## config.mk

```make
export PLATFORM = sky130hd
export DESIGN_NAME = instruction_fetch
export DESIGN_NICKNAME = d
export VERILOG_FILES = /design/src/rtl/instruction_fetch_pkg.sv /design/src/rtl/instruction_fetch.sv
export SDC_FILE = /design/constraint.sdc
export NUM_CORES = 1
export LEC_CHECK = 0
export CAP_MARGIN = 0
export CORE_ASPECT_RATIO = 2
export CORE_MARGIN = 4
export CORE_UTILIZATION = 60
export DETAILED_ROUTE_END_ITERATION = 12
export DONT_BUFFER_PORTS = 1
export GPL_ROUTABILITY_DRIVEN = 1
export HOLD_SLACK_MARGIN = 0.12
export MAX_ROUTING_LAYER = met4
export PLACE_DENSITY = 0.76
export SKIP_CTS_REPAIR_TIMING = 1
export SLEW_MARGIN = 30
export SYNTH_ARGS = -nofsm -noshare
export SYNTH_HDL_FRONTEND = slang
export SYNTH_SLANG_ARGS = --single-unit
```

## constraint.sdc

```tcl
create_clock -name clk -period 2.65 [get_ports clk]
set_clock_uncertainty 0.15 [all_clocks]
set_input_delay 0.53 -clock clk [delete_from_list [all_inputs] [get_ports clk]]
set_output_delay 0.53 -clock clk [all_outputs]
set_load 0.02 [all_outputs]
```

## src/rtl/instruction_fetch_pkg.sv

```systemverilog
// ---------------------------------------------------------------------------
// instruction_fetch_pkg
//  Shared definitions for the fetch sequencer and the instruction memory it
//  drives: address/instruction widths, the HALT encoding, and the fetch FSM
//  state encoding.
// ---------------------------------------------------------------------------
package instruction_fetch_pkg;

  localparam int ADDR_W = 16;
  localparam int INST_W = 32;

  localparam logic [INST_W-1:0] HALT_INST_ENC = 32'hFFFF_FFFF;

  typedef enum logic {
    FETCH_RUN    = 1'b0,
    FETCH_HALTED = 1'b1
  } fetch_state_e;

endpackage

```

## src/rtl/instruction_fetch.sv

```systemverilog
// ---------------------------------------------------------------------------
// instruction_fetch
//  Fetch sequencer for a combinational-read instruction memory. Owns the PC,
//  presents it on imem_pc, and registers the returned word into a valid/ready
//  stage for decode. Handles decode backpressure, branch redirect, HALT
//  detection (with resume via redirect), and counts accepted fetches.
//
// Ports
//  clk, rst_n        clock, asynchronous active-low reset
//  imem_pc           address to instruction memory (always pc_q)
//  imem_instruction  word returned in the same cycle for imem_pc
//  branch_taken      redirect strobe; also resumes from HALTED
//  branch_target     redirect address
//  if_valid          fetch stage holds a live instruction
//  if_ready          decode accepts if_instruction this cycle
//  if_instruction    fetched word
//  if_pc             address of if_instruction
//  halted            HALTED and fetch stage drained
//  fetch_count       accepted fetches (if_valid & if_ready), wraps at 2^32
// ---------------------------------------------------------------------------
module instruction_fetch
  import instruction_fetch_pkg::*;
#(
  parameter int                    ADDR_WIDTH   = ADDR_W,
  parameter int                    INST_WIDTH   = INST_W,
  parameter int                    IMEMORY_SIZE = 1024,
  parameter logic [ADDR_WIDTH-1:0] RESET_PC     = '0,
  parameter logic [INST_WIDTH-1:0] HALT_INST    = HALT_INST_ENC
) (
  input  logic                  clk,
  input  logic                  rst_n,
  output logic [ADDR_WIDTH-1:0] imem_pc,
  input  logic [INST_WIDTH-1:0] imem_instruction,
  input  logic                  branch_taken,
  input  logic [ADDR_WIDTH-1:0] branch_target,
  output logic                  if_valid,
  input  logic                  if_ready,
  output logic [INST_WIDTH-1:0] if_instruction,
  output logic [ADDR_WIDTH-1:0] if_pc,
  output logic                  halted,
  output logic [31:0]           fetch_count
);

  localparam logic [ADDR_WIDTH-1:0] LAST_PC = ADDR_WIDTH'(IMEMORY_SIZE - 1);

  fetch_state_e          state_q, state_d;
  logic [ADDR_WIDTH-1:0] pc_q, pc_d, pc_seq;
  logic                  vld_q, vld_d;
  logic [INST_WIDTH-1:0] inst_q;
  logic [ADDR_WIDTH-1:0] ipc_q;
  logic [31:0]           cnt_q;
  logic                  load, accept, latch;

  assign load   = !vld_q || if_ready;
  assign accept = vld_q && if_ready;
  // Sequential successor: natural mod-2^ADDR_WIDTH increment, then wrap at
  // the end of the memory.
  assign pc_seq = (pc_q == LAST_PC) ? '0 : pc_q + ADDR_WIDTH'(1);

  // Next-state: redirect beats everything; a HALT word is latched like any
  // other but freezes the PC on its own address.
  always_comb begin
    state_d = state_q;
    pc_d    = pc_q;
    vld_d   = vld_q;
    latch   = 1'b0;
    if (branch_taken) begin
      pc_d    = branch_target;
      vld_d   = 1'b0;
      state_d = FETCH_RUN;
    end else begin
      case (state_q)
        FETCH_RUN: begin
          if (load) begin
            latch = 1'b1;
            vld_d = 1'b1;
            if (imem_instruction == HALT_INST) state_d = FETCH_HALTED;
            else                               pc_d    = pc_seq;
          end
        end
        FETCH_HALTED: begin
          if (accept) vld_d = 1'b0;
        end
        default: state_d = FETCH_RUN;
      endcase
    end
  end

  always_ff @(posedge clk or negedge rst_n) begin
    if (!rst_n) begin
      state_q <= FETCH_RUN;
      pc_q    <= RESET_PC;
    end else begin
      state_q <= state_d;
      pc_q    <= pc_d;
    end
  end

  always_ff @(posedge clk or negedge rst_n) begin
    if (!rst_n) begin
      vld_q  <= 1'b0;
      inst_q <= '0;
      ipc_q  <= '0;
    end else begin
      vld_q <= vld_d;
      if (latch) begin
        inst_q <= imem_instruction;
        ipc_q  <= pc_q;
      end
    end
  end

  // Counts acceptances even in a redirect cycle: decode did take that word.
  always_ff @(posedge clk or negedge rst_n) begin
    if (!rst_n)      cnt_q <= '0;
    else if (accept) cnt_q <= cnt_q + 32'd1;
  end

  assign imem_pc        = pc_q;
  assign if_valid       = vld_q;
  assign if_instruction = inst_q;
  assign if_pc          = ipc_q;
  assign halted         = (state_q == FETCH_HALTED) && !vld_q;
  assign fetch_count    = cnt_q;

endmodule
```

* Word level (Yosys, flattened, before mapping)
Index checks and enable logic that the tools add are counted.
** Word-level totals
- Bits in registers :: 98
- Bits of input ports :: 52
- Output and inout port bits :: 98
- Logic and storage cells :: 38
** Operators by class
- Add/subtract/negate cells :: 2
- Equal/unequal tests :: 6
- Muxes and demuxes :: 16
- Bitwise gates (word level) :: 1
- Reduce and logical (&&, ||, !) cells :: 7
** Operators with widths (count)
- 16-bit two-way mux :: 5
- 32-bit by 1-bit adder with 32-bit output, second input constant :: 1
- 32-bit equality test, second input constant :: 1
- 16-bit by 1-bit adder with 16-bit output, second input constant :: 1
- 16-bit by 10-bit equality test with 1-bit output, second input constant :: 1
- 1-bit two-way mux :: 10
- 2-bit != test, second input constant :: 2
- 3-bit by 2-bit != test with 1-bit output, second input constant :: 1
- 3-bit != test, second input constant :: 1
- 3-bit AND reduction :: 1
- 1-bit logical AND :: 2
- 1-bit one-hot mux with 2 select lines :: 1
- 2-bit AND reduction :: 1
- 2-bit nonzero test :: 1
- 1-bit logical NOT :: 1
- 1-bit logical OR :: 1
- 1-bit NOT :: 1

* Depth between registers and ports, before layout
Gate-level depths: netlist of the first run.
- Word-level depth :: 6
- Mapped depth :: 7
- Gate-level depth less buffers :: 6

* Worst setup path before layout of the first run
OpenSTA, ideal clock, no wires.
- Path kind :: input-to-reg
- From :: in branch_taken
- To :: reg pc_q[12] (netlist: imem_pc[12])
- Library setup time :: 121 ps
- Data arrival time :: 1876 ps
- Data required time :: 2379 ps
- Path slack :: 503 ps
- Cell stages on the path :: 5
- Path buffers :: 1
- Path through :: nand4b_1 > or4_4 > o31a_1 > buf_6 > a22o_1
** On the way
- Longest elaborated chain between the ends :: 2
- Elaborated cells between the ends (all ways) :: 5
- Those cells by class :: eq/ne: 2; mux: 1; reduce/logical: 2
** Ends and longest elaborated chain
- start: declaration :: line instruction_fetch.sv:34 : input logic branch_taken,
- 2-bit != test (no line) / 2-bit nonzero test (equally long branches)
- 3-bit AND reduction (no line)
- end signal: assignment :: line instruction_fetch.sv:95 : pc_q <= pc_d;
- end: declaration :: line instruction_fetch.sv:47 : logic [ADDR_WIDTH-1:0] pc_q, pc_d, pc_seq;
Parallel ways exist; a longest one is shown, timed or not.
A chain may end at the register's enable or synchronous reset.

* Worst setup path after layout of the first run
- From :: reg cnt_q[0] (netlist: fetch_count[0])
- To :: reg cnt_q[16] (netlist: fetch_count[16])
** On the way
- Longest elaborated chain between the ends :: 1
** Ends and longest elaborated chain
- start: declaration :: line instruction_fetch.sv:51 : logic [31:0] cnt_q;
- start signal: assignment :: line instruction_fetch.sv:116 : else if (accept) cnt_q <= cnt_q + 32'd1;
- 32-bit by 1-bit adder with 32-bit output :: line instruction_fetch.sv:116
Every way passes these cells.

==> flow_summary.ini, run 1 <==
[outcome]
status = finished with violations
violations = hold timing

[timing]
post-route-period-util = 0.842
rsz0062_at_grt = no
fmax_ghz = 0.448
finalSetupViolations = 0
timing.hold.ws_ns = -0.272
period_needed_ns = 2.23
tightest_slew_ns = 0.544
hold_violations = 98
slew_viol_final = 0
fin_setup_tns_ns = 0
max_slew_margin = 0.635

[die]
core_sq_um = 6990
dieWidth_um = 68.3
io_pins = 150
num_rows = 43
die_area_sq_um = 8770
die_y_um = 129
initial_core_util = 0.623

[global_routing]
grt_start_max_net_pins = 99
grt_pass1_wl_um = 15600
grt_antenna_before_repair = 0
grt_pass1_vias = 3187
grt_overflow_total = 0
grt_usage = 0.247

[clocking]
cts_buffers = 9
clock-sinks = 98
path_clk_slew_ns = 0.06
insertion_delay_ns = 0.34
cts_root_buffer = clkbuf_16
cts_tree = built
h-tree-depth = 3
clockBufferDepth = 2

[logic_synthesis]
ys_seq_area_frac = 0.563
ys_warn_count = 0
syn_area_per_cell_sq_um = 12.1
synth.area.top_cells = dfrtp_1 (56%), mux2_2 (13%), xnor2_1 (4.0%)
yosysTopAreaCell = dfrtp_1
syn_inst = 359
synth_area_sq_um = 4360
yosysUniqueCellTypes = 40
synth_edf_count = 0
synthFlopType = dfrtp_1
synth_most_common_cell = dfrtp_1
synth_commonest_cells = dfrtp_1 (98), mux2_2 (49), nor2_1 (23)
synth_fp_nets = 413
synth_seq_cells = 98
synth_top_area_frac = 0.563
async_flop_share = 1.00

[placement]
dp_hpwl_um = 7270
place.gp.congestion = 0.876
numPortBuffers = 0

[final_layout]
final_util = 0.692
final_nets = 427
areaGrowthSynthToFinish_pct = 11.1
drive_gt1_frac = 0.222
num_antenna_cells = 0

[pwr]
p_seq_frac = 0.559
p_sw_mw = 1.11
leakagePower_nw = 2.09
p_sw_frac = 0.294
power_frac_comb = 0.096
p_per_area_nw_per_um2 = 780
p_int_mw = 2.67
ir_worst_vdd_mv = 0.638
power_frac_clock = 0.345

[job]
maxCapViolCount = 0

[routing]
wirelength_um = 9970
drtIter0Drc = 210
drc = 0
wl_per_cell_um = 21.3
num_vias = 2983
vias_per_cell = 6.37
firstDrtPassIters = 4
ant_nets = 0

[worst_setup_path]
crit_slowest_cell = dfrtp_1
crit_chain = ha_1 > nand3_1 > nor3_1 > nand3_1 > nor3_1 > xor2_1
critPathLaunchType = flip-flop
cpLargestDelayFamily = simple AND/OR/NAND/NOR gates
worstPathArrival_ns = 2.35
required_ns = 2.76
slowest_delay_ns = 0.52
cp-end-kind = flip-flop
crit_buf_inv = 0
path_max_fanout = 4
path_class = reg2reg

[worst_hold_path]
hold_path_class = in2async
area by class of cell:
type | instances | area [sq um]
fill | 503 | 2150
clock buffer | 11 | 253
tap | 90 | 113
timing repair buffer | 15 | 128
sequential | 98 | 2450
clock inverter | 5 | 52.6
inverter | 3 | 11.3
multi-input combinational | 246 | 1830
worst paths after layout:
path,startpoint,endpoint,slack (ns),cells past startpoint
worst min-delay path,rst_n,fetch_count[27]$_DFFE_PN0P_,-0.27,0
min in group clk,imem_instruction[23],if_instruction[23]$_DFFE_PN0P_,0.19,1
worst min register to register,state_q$_DFF_PN0_,if_valid$_DFFE_PN0P_,0.33,1
max in group asynchronous,rst_n,if_instruction[27]$_DFFE_PN0P_,2.49,0
worst max-delay path,fetch_count[0]$_DFFE_PN0P_,fetch_count[16]$_DFFE_PN0P_,0.42,6
worst max register to register,fetch_count[0]$_DFFE_PN0P_,fetch_count[16]$_DFFE_PN0P_,0.42,6
state kept, by name, indices dropped and copies added (netlist names):
name            cells
state_q             1
if_pc              16
if_valid            1
imem_pc            16
if_instruction     32
fetch_count        32
per-layer routing:
metal	wire, um	global-route usage	up-vias
met5	0	-	-
met4	187	0.0950	0
met3	922	0.0847	11
met2	5390	0.414	126
met1	3470	0.261	1502
li1	-	-	1344
power groups by stage:
| stage | sequential [mW] | combinational, mW | clock [mW] |
|---|---|---|---|
| floorplan | 2.10 | 0.280 | 0 |
| finish | 2.11 | 0.363 | 1.30 |
| global route | 2.14 | 0.404 | 1.40 |
| CTS | 2.11 | 0.365 | 1.34 |
| detailed placement | 2.14 | 0.364 | 0 |
| global placement | 2.14 | 0.350 | 0 |
cells in the final DEF, fill, tap and decap left out, types with 2 or more instances in the layout:
cell type,instances
a21o_1,2
a21oi_1,8
a22o_1,2
a22oi_1,6
a31oi_1,2
and2_1,2
and3_1,11
and4_1,3
buf_4,13
clkbuf_16,9
clkbuf_8,2
clkinv_2,3
dfrtp_1,98
ha_1,2
inv_1,3
mux2_2,49
nand2_1,21
nand3_1,12
nand4_1,17
nor2_1,23
nor3_1,4
nor3b_1,2
nor4_1,4
o21ai_0,18
o2bb2ai_1,10
o41ai_1,2
or4_1,2
xnor2_1,20
xor2_1,11
worst register-to-register path, delay by kind of cell, from the launching register on:
family | cells | cell delay (ns)
simple gates | 4 | 1.11
flops | 1 | 0.52
fa+ha+maj | 1 | 0.23
xor+xnor | 1 | 0.15
cell families after synthesis:
| family | share of synthesized area |
|---|---|
| AND/OR/NAND/NOR | 0.137 |
| flip-flops | 0.563 |
| AO/OA/AOI/OAI | 0.0876 |
| multiplexers | 0.127 |
| XOR/XNOR | 0.0623 |
| buffers and inverters | 0.0175 |
| adder cells (fa/ha/maj) | 0.00574 |
metrics by stage:
stage	instance area [sq um]	cells	setup slack, ns	total power [mW]
after floorplan	4360	359	0.503	2.38
after global placement	4530	451	0.388	2.49
after detailed placement	4530	451	0.380	2.51
after CTS	4830	467	0.417	3.82
after global routing	4840	468	0.231	3.94
final	4840	468	0.419	3.78
Power figures use the tool's default switching activity.
==> run 2: changes to the inputs <==
Settings changed: CORE_UTILIZATION 60 to 57, PLACE_DENSITY 0.76 to 0.75.
Clock period 2.65 ns to 2 ns, I/O delays scaled along.
==> run 2 against run 1 <==
Sequential power grew 25%. Cell area grew 13%. Power grew 35%. Routed wire length grew 8.6%. Combinational power grew 140%. Sequential share of layout area shrank 5.8 points. First-iteration DRC count shrank 28%. Utilization grew 5.0 points. Setup slack lost 0.35 ns. The run still ends with hold timing left. Final cell count grew 16%.
==> flow_summary.ini, run 2 (synthesis results as in run 1) <==
[routing]
drtIter0Drc = 152
ant_nets = 0
wl_per_cell_um = 20.0
num_vias = 3281
firstDrtPassIters = 4
vias_per_cell = 6.05
drc = 0
wirelength_um = 10800

[final_layout]
final_nets = 499
areaGrowthSynthToFinish_pct = 25.8
instances_no_fill = 542
num_antenna_cells = 0
layout_common_cells = dfrtp_1 (96), buf_4 (52), mux2_2 (49)
drive_gt1_frac = 0.289
mostFrequentLayoutCell = dfrtp_1

[worst_setup_path]
crit_buf_inv = 1
critPathLaunchType = flip-flop
worstPathArrival_ns = 2.06
rrSetupSlack_ns = 0.07
path_max_fanout = 7
crit_slowest_cell = dfrtp_2
required_ns = 2.13
cpLargestDelayFamily = compound AO/OA/AOI/OAI gates
path_class = reg2reg
cp-end-kind = flip-flop
crit_chain = ha_2 > and4_1 > and4b_1 > a21o_1 > buf_4 > o41ai_2 > a22o_1
slowest_delay_ns = 0.40

[placement]
dp_cells = 492
dp_hpwl_um = 7630
numPortBuffers = 0
place.gp.congestion = 0.890

[clocking]
cts_tree = built
cts_root_buffer = clkbuf_16
insertion_delay_ns = 0.34
clock-sinks = 98
cts_buffers = 9
h-tree-depth = 3
clockBufferDepth = 2
path_clk_slew_ns = 0.06

[pwr]
p_per_area_nw_per_um2 = 932
leakagePower_nw = 2.43
ir_worst_vdd_mv = 0.663

[die]
dieWidth_um = 69.8
core_sq_um = 7380
die_area_sq_um = 9190
num_rows = 44
initial_core_util = 0.591
die_y_um = 132
io_pins = 150

[global_routing]
grt_overflow_total = 0
grt_start_max_net_pins = 99
grt_antenna_before_repair = 0
grt_pass1_vias = 3292
grt_usage = 0.233
grt_pass1_wl_um = 16400

[timing]
timing.hold.ws_ns = -0.397
rsz0062_at_grt = no
slew_viol_final = 0
finalSetupViolations = 0
max_slew_margin = 0.706
fmax_ghz = 0.519
hold_violations = 98
tightest_slew_ns = 0.439
period_needed_ns = 1.93
post-route-period-util = 0.964
fin_setup_tns_ns = 0

[worst_hold_path]
hold_path_class = in2async

[job]
maxCapViolCount = 0

[outcome]
status = finished with violations
violations = hold timing
## run 2: worst paths after layout
check | startpoint | endpoint | cells after the start
max reg2reg | imem_pc[0]$_DFFE_PN0P_ | imem_pc[14]$_DFFE_PN0P_ | 7
min reg2reg | state_q$_DFF_PN0_ | if_valid$_DFFE_PN0P_ | 1
max | imem_pc[0]$_DFFE_PN0P_ | imem_pc[14]$_DFFE_PN0P_ | 7
min in group clk | branch_target[5] | imem_pc[5]$_DFFE_PN0P_ | 2
max in group asynchronous | rst_n | imem_pc[1]$_DFFE_PN0P_ | 0
min | rst_n | fetch_count[23]$_DFFE_PN0P_ | 0
## run 2: area by class of cell
class | instances | area [sq um]
clock buffer | 14 | 274
clock inverter | 2 | 10.0
fill | 507 | 1900
inverter | 3 | 11.3
multi-input combinational | 246 | 1860
sequential | 98 | 2450
tap | 92 | 115
timing repair buffer | 87 | 751
## run 2: through the flow
step | instance area [sq um] | total power, mW | hold slack (ns) | util | worst slack (ns)
floorplan | 4370 | 3.15 | -0.0456 | - | 0.0213
global placement | 4830 | 3.43 | -0.0436 | 0.655 | -0.0650
detailed placement | 4830 | 3.48 | -0.0429 | 0.655 | -0.0731
CTS | 5120 | 5.11 | -0.409 | 0.694 | -0.0607
global route | 5480 | 5.33 | -0.416 | 0.743 | 0.00701
finish | 5480 | 5.11 | -0.397 | 0.743 | 0.0715
## run 2: worst register-to-register path, cell delays in order (launching register included)
cell and delay [ns]:
dfrtp_2 0.40, ha_2 0.19, and4_1 0.15, and4b_1 0.20, a21o_1 0.17, buf_4 0.16
o41ai_2 0.27, a22o_1 0.18
## run 2: metal layers
| layer | part of all wire | global-route usage | up-vias |
|---|---|---|---|
| met3 | 0.079 | 0.0757 | 34 |
| li1 | - | - | 1492 |
| met2 | 0.55 | 0.400 | 131 |
| met5 | 0 | - | - |
| met4 | 0.033 | 0.0917 | 0 |
| met1 | 0.34 | 0.243 | 1624 |
## run 2: report_power, final
group          leakage (nW)  internal, mW  switching [mW]
logic                  1.06         0.431           0.434
clock network         0.143         0.941           0.672
registers              1.23          2.24           0.391
total                  2.43          3.61            1.50
==> run 3: changes to the inputs <==
Clock period 2 ns to 1.7 ns, I/O delays scaled along.
==> run 3 against run 2 <==
The run ends with hold timing, setup timing left. Non-clock buffer count increased by 52. Combinational power rose by 64%. Utilization up 13 points. Flip-flop and latch count unchanged. Sequential power is 19% higher. Die area unchanged. Setup slack worse by 0.35 ns. Critical path type unchanged. Largest cell class unchanged.
==> flow_summary.ini, run 3 (synthesis results as in run 1) <==
[pwr]
p_seq_frac = 0.485
power_frac_comb = 0.219
leakagePower_nw = 2.94
p_total_mw = 6.46
p_per_area_nw_per_um2 = 1000
power_frac_clock = 0.296
p_sw_frac = 0.310
p_sw_mw = 2.01
p_int_mw = 4.46
ir_worst_vdd_mv = 0.869

[timing]
slew_viol_final = 0
max_slew_margin = 0.384
tightest_slew_ns = 0.921
period_needed_ns = 1.98
worst_slack_ns = -0.278
post-route-period-util = 1.16
finalSetupViolations = 76
timing.hold.ws_ns = -0.465
fmax_ghz = 0.506
rsz0062_at_grt = yes
fin_setup_tns_ns = -6.69
hold_violations = 98

[final_layout]
final_util = 0.873
final_nets = 551
mostFrequentLayoutCell = dfrtp_1
drive_gt1_frac = 0.416
layout_common_cells = dfrtp_1 (79), buf_4 (67), dlygate4sd3_1 (51)
areaGrowthSynthToFinish_pct = 47.8
num_antenna_cells = 0
fill_cells = 351

[worst_setup_path]
critPathLaunchType = flip-flop
cpLargestDelayFamily = simple AND/OR/NAND/NOR gates
worstPathArrival_ns = 2.06
path_class = reg2reg
crit_buf_inv = 1
path_max_fanout = 6
cp-end-kind = flip-flop
crit_slowest_cell = or4_4
crit_chain = or4_4 > nor2_4 > a21o_1 > buf_6 > o21ai_1 > a22o_1
required_ns = 1.78
slowest_delay_ns = 0.54

[clocking]
path_clk_slew_ns = 0.07
clock-sinks = 98
cts_buffers = 9
cts_root_buffer = clkbuf_16
clockBufferDepth = 2
insertion_delay_ns = 0.34
h-tree-depth = 3
cts_tree = built

[die]
num_rows = 44
io_pins = 150
initial_core_util = 0.591
die_area_sq_um = 9190
die_y_um = 132
dieWidth_um = 69.8
core_sq_um = 7380

[routing]
wirelength_um = 14500
wl_met3_um = 1070
wl_per_cell_um = 24.4
drtIter0Drc = 273
highest_layer = met4
drc = 0
ant_nets = 0
met1Wirelength_um = 4740
num_vias = 3687
firstDrtPassIters = 5
vias_per_cell = 6.21
wl_met2_um = 8020

[outcome]
status = finished with violations
violations = hold timing, setup timing

[global_routing]
grt_pass1_wl_um = 17300
grt_usage = 0.245
grt_antenna_before_repair = 0
grt_start_max_net_pins = 99
grt_pass1_vias = 3459
grt_overflow_total = 0

[worst_hold_path]
hold_path_class = in2async

[job]
maxCapViolCount = 0

[placement]
dp_hpwl_um = 8130
place.gp.congestion = 0.800
numPortBuffers = 0
[run 3: cell count changes in the layout (fill, tap and decap cells not counted), moves of 4 or more]
cell | before | now
dlygate4sd3_1 | 34 | 51
o21ai_1 | 0 | 12
nor2_4 | 0 | 7
o21ai_0 | 18 | 6
buf_4 | 52 | 67
nand2_1 | 21 | 17
dfrtp_1 | 96 | 79
buf_6 | 0 | 13
mux2_2 | 49 | 16
dfrtp_2 | 2 | 19
mux2_4 | 0 | 33
nor2_1 | 23 | 15
[run 3: worst paths after layout]
| check | start | end | slack (ns) | cells past startpoint |
|---|---|---|---|---|
| max in group asynchronous | rst_n | imem_pc[0]$_DFFE_PN0P_ | 1.75 | 0 |
| min in group clk | if_ready | fetch_count[2]$_DFFE_PN0P_ | 0.09 | 3 |
| max reg2reg | imem_pc[11]$_DFFE_PN0P_ | imem_pc[12]$_DFFE_PN0P_ | -0.28 | 6 |
| min reg2reg | fetch_count[2]$_DFFE_PN0P_ | fetch_count[2]$_DFFE_PN0P_ | 0.35 | 1 |
| min | rst_n | fetch_count[9]$_DFFE_PN0P_ | -0.46 | 0 |
| max | imem_pc[11]$_DFFE_PN0P_ | imem_pc[12]$_DFFE_PN0P_ | -0.28 | 6 |
[run 3: layout make-up]
class                      instances  area (sq um)  area share
multi-input combinational        246          2240       0.347
inverter                           3          11.3     0.00175
clock inverter                     2          12.5     0.00194
tap                               92           115      0.0179
sequential                        98          2480       0.384
timing repair buffer             139          1330       0.206
clock buffer                      14           264      0.0410
[run 3: power groups by stage]
stage	registers [mW]	clock network [mW]	logic [mW]
4_1_cts	3.10	1.91	1.07
5_1_grt	3.16	2.03	1.49
3_5_place_dp	3.14	0	1.06
6_report	3.13	1.92	1.42
3_3_place_gp	3.13	0	1.03
2_1_floorplan	3.29	0	0.513
[run 3: per-stage QoR]
step | worst slack, ns | cell area (sq um) | cells
6_report | -0.278 | 6440 | 594
2_1_floorplan | -0.194 | 4550 | 359
4_1_cts | -0.261 | 5410 | 527
3_5_place_dp | -0.345 | 5130 | 511
5_1_grt | -0.309 | 6440 | 594
3_3_place_gp | -0.322 | 5130 | 511
[run 3: metal layers]
layer / track usage / vias up
li1: - / 1584
met1: 0.254 / 1841
met3: 0.0635 / 50
met2: 0.427 / 212
met4: 0.112 / 0
met5: - / -
